### src/rtl/traffic_pkg.sv
// Shared definitions for the traffic-light controller: interval and
// register-select codes, default durations and the timer state encoding.
package traffic_pkg;

  // Duration select driven by the light-sequencing FSM
  typedef enum logic [1:0] {
    TB   = 2'b00,
    TE   = 2'b01,
    TY   = 2'b10,
    TBX2 = 2'b11
  } interval_e;

  // Register select for a duration write; PS_NONE leaves all registers alone
  typedef enum logic [1:0] {
    PS_TBASE = 2'b00,
    PS_TEXT  = 2'b01,
    PS_TYEL  = 2'b10,
    PS_NONE  = 2'b11
  } param_sel_e;

  // Default durations in seconds
  localparam int DEF_TBASE_S = 6;
  localparam int DEF_TEXT_S  = 3;
  localparam int DEF_TYEL_S  = 2;

  // Timer states
  typedef enum logic {
    IDLE = 1'b0,
    RUN  = 1'b1
  } state_e;

  // A zero-second duration would never expire, so it is stored as one second
  function automatic logic [3:0] clamp_duration(input logic [3:0] value);
    return (value == 4'd0) ? 4'd1 : value;
  endfunction

endpackage

### src/rtl/one_hz_prescaler.sv
// Divides clk down to a once-per-second tick while the timer is running.
// tick is asserted combinationally during the last cycle of each second so
// the parent can register its own outputs on the wrapping edge.
module one_hz_prescaler #(
  parameter int CLK_DIV = 1_000_000
) (
  input  logic clk,
  input  logic Reset_n,
  input  logic clear,
  input  logic run,
  output logic tick
);

  localparam int CW = $clog2(CLK_DIV);
  localparam logic [CW-1:0] LAST = CW'(CLK_DIV - 1);

  logic [CW-1:0] cnt;

  // Counter: cleared on restart, held at zero when idle, wraps at LAST
  always_ff @(posedge clk or negedge Reset_n) begin
    if (!Reset_n) begin
      cnt <= '0;
    end else if (clear || !run) begin
      cnt <= '0;
    end else if (cnt == LAST) begin
      cnt <= '0;
    end else begin
      cnt <= cnt + 1'b1;
    end
  end

  assign tick = run && (cnt == LAST);

endmodule

### src/rtl/interval_timer.sv
// Programmable countdown timer: holds tBASE/tEXT/tYEL, loads the selected
// duration on start_timer and counts whole seconds down to an expired pulse.
module interval_timer
  import traffic_pkg::*;
#(
  parameter int CLK_DIV   = 1_000_000,
  parameter int DEF_TBASE = DEF_TBASE_S,
  parameter int DEF_TEXT  = DEF_TEXT_S,
  parameter int DEF_TYEL  = DEF_TYEL_S
) (
  input  logic       clk,
  input  logic       Reset_n,
  input  logic       start_timer,
  input  logic [1:0] interval,
  input  logic       Reprog_Sync,
  input  logic [1:0] Time_Param_Sel,
  input  logic [3:0] Time_Value,
  output logic       expired,
  output logic [4:0] time_left,
  output logic       tick_1hz
);

  logic [3:0] tbase, text, tyel;
  logic [3:0] wr_val;
  logic [3:0] eff_tbase, eff_text, eff_yel;
  logic [4:0] load_n;
  logic       sec_tick;
  logic       final_tick;
  state_e     state, state_next;

  assign wr_val = clamp_duration(Time_Value);

  // Duration register file with zero clamping on write
  always_ff @(posedge clk or negedge Reset_n) begin
    if (!Reset_n) begin
      tbase <= 4'(DEF_TBASE);
      text  <= 4'(DEF_TEXT);
      tyel  <= 4'(DEF_TYEL);
    end else if (Reprog_Sync) begin
      case (Time_Param_Sel)
        PS_TBASE: tbase <= wr_val;
        PS_TEXT:  text  <= wr_val;
        PS_TYEL:  tyel  <= wr_val;
        default:  ;
      endcase
    end
  end

  // Write-through bypass and load-value select so a same-cycle write is seen
  always_comb begin
    eff_tbase = tbase;
    eff_text  = text;
    eff_yel   = tyel;
    load_n    = 5'd0;
    if (Reprog_Sync) begin
      case (Time_Param_Sel)
        PS_TBASE: eff_tbase = wr_val;
        PS_TEXT:  eff_text  = wr_val;
        PS_TYEL:  eff_yel   = wr_val;
        default:  ;
      endcase
    end
    case (interval)
      TB:      load_n = {1'b0, eff_tbase};
      TE:      load_n = {1'b0, eff_text};
      TY:      load_n = {1'b0, eff_yel};
      default: load_n = {eff_tbase, 1'b0};
    endcase
  end

  one_hz_prescaler #(
    .CLK_DIV (CLK_DIV)
  ) u_prescaler (
    .clk     (clk),
    .Reset_n (Reset_n),
    .clear   (start_timer),
    .run     (state == RUN),
    .tick    (sec_tick)
  );

  assign final_tick = (state == RUN) && sec_tick && (time_left == 5'd1);

  // State register
  always_ff @(posedge clk or negedge Reset_n) begin
    if (!Reset_n) begin
      state <= IDLE;
    end else begin
      state <= state_next;
    end
  end

  // Next state: any start (re)enters RUN; the last second returns to IDLE
  always_comb begin
    state_next = state;
    if (start_timer) begin
      state_next = RUN;
    end else if (final_tick) begin
      state_next = IDLE;
    end
  end

  // Registered outputs: countdown value, per-second tick and expiry pulse
  always_ff @(posedge clk or negedge Reset_n) begin
    if (!Reset_n) begin
      time_left <= 5'd0;
      tick_1hz  <= 1'b0;
      expired   <= 1'b0;
    end else begin
      tick_1hz <= (state == RUN) && sec_tick;
      expired  <= final_tick && !start_timer;
      if (start_timer) begin
        time_left <= load_n;
      end else if ((state == RUN) && sec_tick) begin
        time_left <= time_left - 5'd1;
      end
    end
  end

endmodule

### config.mk
export PLATFORM = sky130hd
export DESIGN_NAME = interval_timer
export DESIGN_NICKNAME = d
export VERILOG_FILES = /design/src/rtl/traffic_pkg.sv /design/src/rtl/one_hz_prescaler.sv /design/src/rtl/interval_timer.sv
export SDC_FILE = /design/constraint.sdc
export NUM_CORES = 1
export LEC_CHECK = 0
export CAP_MARGIN = 10
export CORE_ASPECT_RATIO = 0.6
export CORE_MARGIN = 2
export CORE_UTILIZATION = 55
export DETAILED_ROUTE_END_ITERATION = 16
export GPL_TIMING_DRIVEN = 0
export PLACE_DENSITY = 0.77
export SLEW_MARGIN = 20
export SYNTH_ARGS = -nofsm -noshare
export SYNTH_HDL_FRONTEND = slang
export SYNTH_HIERARCHICAL = 1
export SYNTH_SLANG_ARGS = --single-unit
### constraint.sdc
create_clock -name clk -period 6.9 [get_ports clk]
set_clock_uncertainty 0.15 [all_clocks]
set_input_delay 0.69 -clock clk [delete_from_list [all_inputs] [get_ports clk]]
set_output_delay 0.69 -clock clk [all_outputs]
set_load 0.005 [all_outputs]
==> results_dict.tcl, run 1 <==
set metrics [dict create \
    clkSinkCount 40 \
    power_frac_seq 0.514 \
    cellLeakagePower_nw 1.02 \
    synth_top_area_share 0.407 \
    preCtsSetupSlack_ps 4100 \
    antenna_found_initial 0 \
    final_hold_viol_count 0 \
    crit_required_ps 6930 \
    grt_pass1_wl_um 8240 \
    ys_seq_area_frac 0.468 \
    drt_iter0_drc 147 \
    grt_pass1_vias 1653 \
    fmax_mhz 398 \
    rr_endpoint "time_left[3]$_DFFE_PN0P_" \
    r2r_start "u_prescaler/cnt[7]$_DFF_PN0_" \
    dp_hpwl_um 3430 \
    cts-root-buf "clkbuf_8" \
    maxCapViolations 0 \
    placed_area_mm2 0.00240 \
    clk_path_buf_depth 2 \
    htree_levels 2 \
    synth-edff-count 0 \
    drtAntennaViolNets 0 \
    die_w_um 84.8 \
    cp-start-kind "input pin" \
    path_clk_slew_ps 80 \
    p_per_area_mw_per_mm2 210 \
    area_growth_syn_to_layout_pct 16.3 \
    worst_pin_slew_ps 608 \
    hold_buffers 0 \
    finalWeightedCongestion 0.910 \
    synthDistinctLibCells 50 \
    diodes 0 \
    rrSetupSlack_ps 4420 \
    ys_top_cells_by_area "dfrtp_1 (41%), dfstp_2 (6.1%), mux2_2 (3.7%), xor2_1 (3.7%), nor2_1 (3.3%)" \
    io_buffers 17 \
    drive_gt1_frac 0.140 \
    intPower_uw 390 \
    rows 17 \
    dr.pass1.iters 5 \
    clock_power_share 0.329 \
    min_period_ps 2510 \
    p_switching_uw 135 \
    vdd_drop_max_mv 0.127 \
    cp-end-kind "register" \
    pin_count 19 \
    yosysWarnings 6 \
    combPwrFrac 0.158 \
    synth-seq-cells 40 \
    die_area_mm2 0.00445 \
    critPathKind "input pin to register" \
    yosys.area.top_type "dfrtp_1" \
    ys.flop_type "dfrtp_1" \
    syn_area_mm2 0.00215 \
    grt_max_degree 22 \
    final_common_cell "dfrtp_1" \
    cp-endpoint "time_left[1]$_DFFE_PN0P_" \
    via_count 1692 \
    fin_crit_sh 0.364 \
    setup_ws_ps 4390 \
    switching_share 0.257 \
    stdcell_count 283 \
    reg2regPathDepth 7 \
    synthCells 210 \
    status "completed" \
    synth_area_per_cell_um2 10.2 \
    cts_buffers 5 \
    vias_per_cell 5.98 \
    drt-total-wl_um 4630 \
    wl_per_cell_um 16.4 \
    die_y_um 52.5 \
    post-route-drc-count 0 \
    worstPathMaxFanout 8 \
    fin_util 0.676 \
    final_cell_area_mm2 0.00250 \
    rsz0062_at_grt "no" \
    grt_use_total 0.246 \
    initial_core_util 0.581 \
    layout_common_cells "dfrtp_1 (35), nor2_1 (19), clkdlybuf4s50_1 (16)" \
    cts-resized-gates 0 \
    grt_overflow 0 \
    synth-async-reset-ratio 1.00 \
    cts_setup_buffers 0 \
    fin_setup_tns_ps 0 \
    setup_viol 0 \
    drv_slew 0 \
    core_mm2 0.00370 \
    max-slew-margin-rel 0.593 \
    syn_nets 225 \
    insertion_delay_ps 290 \
    final_net_count 250 \
    dpl.cell_count 275 \
    holdCritPathClass "input pin to async pin" \
    crit_start "Reprog_Sync" \
    cts_tree "yes" \
    arrival_ps 2540 \
]
## power by group through the flow
stage	Clock [mW]	Sequential, mW	Combinational (mW)
6_report	0.173	0.270	0.0828
3_3_place_gp	0	0.273	0.0790
2_1_floorplan	0	0.271	0.0467
5_1_grt	0.188	0.273	0.0918
3_5_place_dp	0	0.274	0.0815
4_1_cts	0.177	0.269	0.0824
## synthesized netlist by cell type, drive strengths merged (4+ instances only)
library cell	count
a21oi	9
and4	4
buf	4
dfrtp	35
dfstp	5
inv	13
mux2	8
nand2	13
nand3	9
nand4	4
nor2	19
nor3	7
nor4	4
o21ai	8
or4	4
xnor2	8
xor2	9
## sequential cells by signal, indices dropped and copies added (netlist names)
name	flops
time_left	5
text	4
expired	1
state	1
tick_1hz	1
tbase	4
tyel	4
u_prescaler/cnt	20
## how the worst min path moves through the flow
stage,end,slack [ps],cells after the start
2_1_floorplan,expired$_DFF_PN0_,240,0
3_3_place_gp,u_prescaler/cnt[0]$_DFF_PN0_,300,1
3_5_place_dp,u_prescaler/cnt[0]$_DFF_PN0_,310,1
4_1_cts,u_prescaler/cnt[9]$_DFF_PN0_,210,1
5_1_grt,u_prescaler/cnt[17]$_DFF_PN0_,220,1
6_report,tbase[3]$_DFF_PN0_,200,1
## through the flow
| step | hold slack [ps] | total power, mW |
|---|---|---|
| finish | 198 | 0.525 |
| global route | 223 | 0.553 |
| CTS | 213 | 0.528 |
| detailed placement | 313 | 0.356 |
| global placement | 304 | 0.352 |
| floorplan | 244 | 0.318 |
## cells by family (layout without fill, tap and decap cells)
group / after synthesis / in the layout / share of synthesized area
xor+xnor: 17 / 17 / 0.0692
mux: 9 / 9 / 0.0465
buf+inv: 19 / 45 / 0.0454
compound gates: 36 / 36 / 0.115
simple gates: 86 / 86 / 0.239
flops: 40 / 40 / 0.468
fa+ha+maj: 3 / 3 / 0.0174
## metal layers
metal  GRT usage  up-vias  routed length [µm]
met5           0        -                   0
met4      0.0582        0                  17
met3      0.0709        2                 347
met2       0.341       54                1930
met1       0.375      830                2340
li1            -      806                   -
## cell type report
cell class / instances / area, µm²
Tap cell: 47 / 58.8
Inverter: 13 / 48.8
Clock buffer: 8 / 100
Timing Repair Buffer: 18 / 193
Sequential cell: 40 / 1010
Multi-Input combinational cell: 151 / 1050
Fill cell: 310 / 1200
Buffer: 6 / 48.8
## worst max-delay path, stage by stage
cell,delay [ps]
clkdlybuf4s50_1,600
or4b_1,470
o221ai_1,200
a21bo_1,230
a311o_1,360
(Power assumes the default switching activity.)
==> run 2: changes to the inputs <==
==> constraint.sdc (replaced) <==
create_clock -name clk -period 2.5 [get_ports clk]
set_clock_uncertainty 0.15 [all_clocks]
set_input_delay 0.25 -clock clk [delete_from_list [all_inputs] [get_ports clk]]
set_output_delay 0.25 -clock clk [all_outputs]
set_load 0.005 [all_outputs]
==> results_dict.tcl, run 2 (same netlist as run 1, synthesis figures left out) <==
set metrics [dict create \
    clkSinkCount 40 \
    dp_hpwl_um 3430 \
    die_area_mm2 0.00445 \
    fin_crit_sh 0.936 \
    cp-start-kind "register" \
    critPathKind "register to register" \
    largest_register_ffs 20 \
    cts_tree "yes" \
    num-fill-cells 301 \
    final_cell_area_mm2 0.00257 \
    layout_common_cells "dfrtp_1 (33), nor2_1 (19), clkdlybuf4s50_1 (16)" \
    grt_use_total 0.246 \
    grt_max_degree 22 \
    rr_endpoint "time_left[3]$_DFFE_PN0P_" \
    setup_viol 0 \
    die_y_um 52.5 \
    status "completed" \
    rrSetupSlack_ps 160 \
    crit_required_ps 2500 \
    path_clk_slew_ps 80 \
    drv_slew 0 \
    min_to "tbase[2]$_DFF_PN1_" \
    initial_core_util 0.581 \
    final_common_cell "dfrtp_1" \
    use_met2 0.341 \
    hold-path-cell-count 3 \
    drt-total-wl_um 4710 \
    drt_iter0_drc 127 \
    clk_path_buf_depth 2 \
    finalPower_mw 1.45 \
    global_route.usage.met1 0.375 \
    pin_count 19 \
    fin_util 0.695 \
    min-delay-start "Time_Param_Sel[0]" \
    met3_usage 0.0709 \
    drive_gt1_frac 0.183 \
    cts_buffers 5 \
    dr.pass1.iters 4 \
    combPwrFrac 0.160 \
    min_period_ps 2340 \
    reg2regPathDepth 7 \
    top_register "u_prescaler/cnt" \
    top_regs "u_prescaler/cnt x20, time_left x5" \
    area_growth_syn_to_layout_pct 19.5 \
    arrival_ps 2340 \
    max-slew-margin-rel 0.593 \
    maxCapViolations 0 \
    cp-end-kind "register" \
    preCtsSetupSlack_ps 81.0 \
    worst_pin_slew_ps 608 \
    antenna_found_initial 0 \
    final_hold_viol_count 0 \
    grt_pass1_vias 1653 \
    post-route-drc-count 0 \
    htree_levels 2 \
    holdCritPathClass "input pin to register" \
    core_mm2 0.00370 \
    drtAntennaViolNets 0 \
    p_switching_uw 373 \
    io_buffers 17 \
    intPower_mw 1.08 \
    clock_power_share 0.325 \
    cts-root-buf "clkbuf_8" \
    insertion_delay_ps 290 \
    setup_ws_ps 161 \
    finalWeightedCongestion 0.910 \
    power_frac_seq 0.515 \
    placed_area_mm2 0.00240 \
    fin_setup_tns_ps 0 \
    rows 17 \
    grt_pass1_wl_um 8240 \
    p_per_area_mw_per_mm2 565 \
    wl_per_cell_um 16.3 \
    vdd_drop_max_mv 0.351 \
    via_count 1695 \
    cellLeakagePower_nw 1.04 \
    diodes 0 \
    grt_overflow 0 \
    die_w_um 84.8 \
    fmax_mhz 428 \
    grt_busiest_layer "met1" \
    vias_per_cell 5.89 \
    r2r_start "u_prescaler/cnt[12]$_DFF_PN0_" \
    switching_share 0.257 \
    worstPathMaxFanout 3 \
    final_net_count 255 \
]
-- run 2: layout make-up --
type	instances	area, µm²	area share
Inverter	13	48.8	0.0190
Clock buffer	8	100	0.0389
Tap cell	47	58.8	0.0229
Sequential cell	40	1010	0.393
Buffer	6	48.8	0.0190
Timing Repair Buffer	23	233	0.0905
Multi-Input combinational cell	151	1070	0.417
-- run 2: power groups by stage --
stage                     logic (mW)  registers [mW]  clock network, mW
after floorplan                0.129           0.748                  0
after global placement         0.218           0.754                  0
after detailed placement       0.225           0.756                  0
after CTS                      0.228           0.744              0.487
after global routing           0.258           0.757              0.516
final                          0.232           0.749              0.472
-- run 2: worst max-delay path, cell delays in order (launching register included) --
cell,delay [ps]
dfrtp_2,410
or4_4,530
nor4_2,250
and4_1,290
nand2_2,110
nor4_4,160
xnor2_1,170
o221ai_1,140
-- run 2: worst max-delay path by stage --
| stage | startpoint | endpoint | slack [ps] |
|---|---|---|---|
| 2_1_floorplan | u_prescaler/cnt[12]$_DFF_PN0_ | time_left[3]$_DFFE_PN0P_ | 320 |
| 3_3_place_gp | Reset_n | time_left[0]$_DFFE_PN0P_ | 40 |
| 3_5_place_dp | u_prescaler/cnt[7]$_DFF_PN0_ | time_left[3]$_DFFE_PN0P_ | 80 |
| 4_1_cts | u_prescaler/cnt[7]$_DFF_PN0_ | time_left[3]$_DFFE_PN0P_ | 60 |
| 5_1_grt | u_prescaler/cnt[12]$_DFF_PN0_ | time_left[3]$_DFFE_PN0P_ | -10 |
| 6_report | u_prescaler/cnt[12]$_DFF_PN0_ | time_left[3]$_DFFE_PN0P_ | 160 |
-- run 2: routing by layer --
metal  vias to the layer above  part of all wire
met5                         -                 0
met4                         0            0.0057
met3                         4             0.083
met2                        59              0.42
met1                       812              0.49
li1                        820                 -
-- run 2: timing repair --
| action | CTS | global route |
|---|---|---|
| hold buffers | 1 | 0 |
| endpoints found under the setup margin | 0 | 2 |
| hold endpoints to repair | 14 | 0 |
| setup buffers | 0 | 4 |
| resized for setup | 0 | 8 |
-- run 2: stage by stage --
step                cells  hold slack, ps
floorplan             210            -196
global placement      274             304
detailed placement    275            93.7
CTS                   284             118
global route          288             148
finish                288             120
==> run 3: changes to the inputs <==
--- a/config.mk
+++ b/config.mk
@@ -5,7 +5,7 @@
 export SDC_FILE = /design/constraint.sdc
 export NUM_CORES = 1
 export LEC_CHECK = 0
-export CAP_MARGIN = 10
+export CAP_MARGIN = 20
 export CORE_ASPECT_RATIO = 0.6
 export CORE_MARGIN = 2
 export CORE_UTILIZATION = 55
==> results of run 3 <==
Final layout, timing and power as in run 2 (identical DEF).
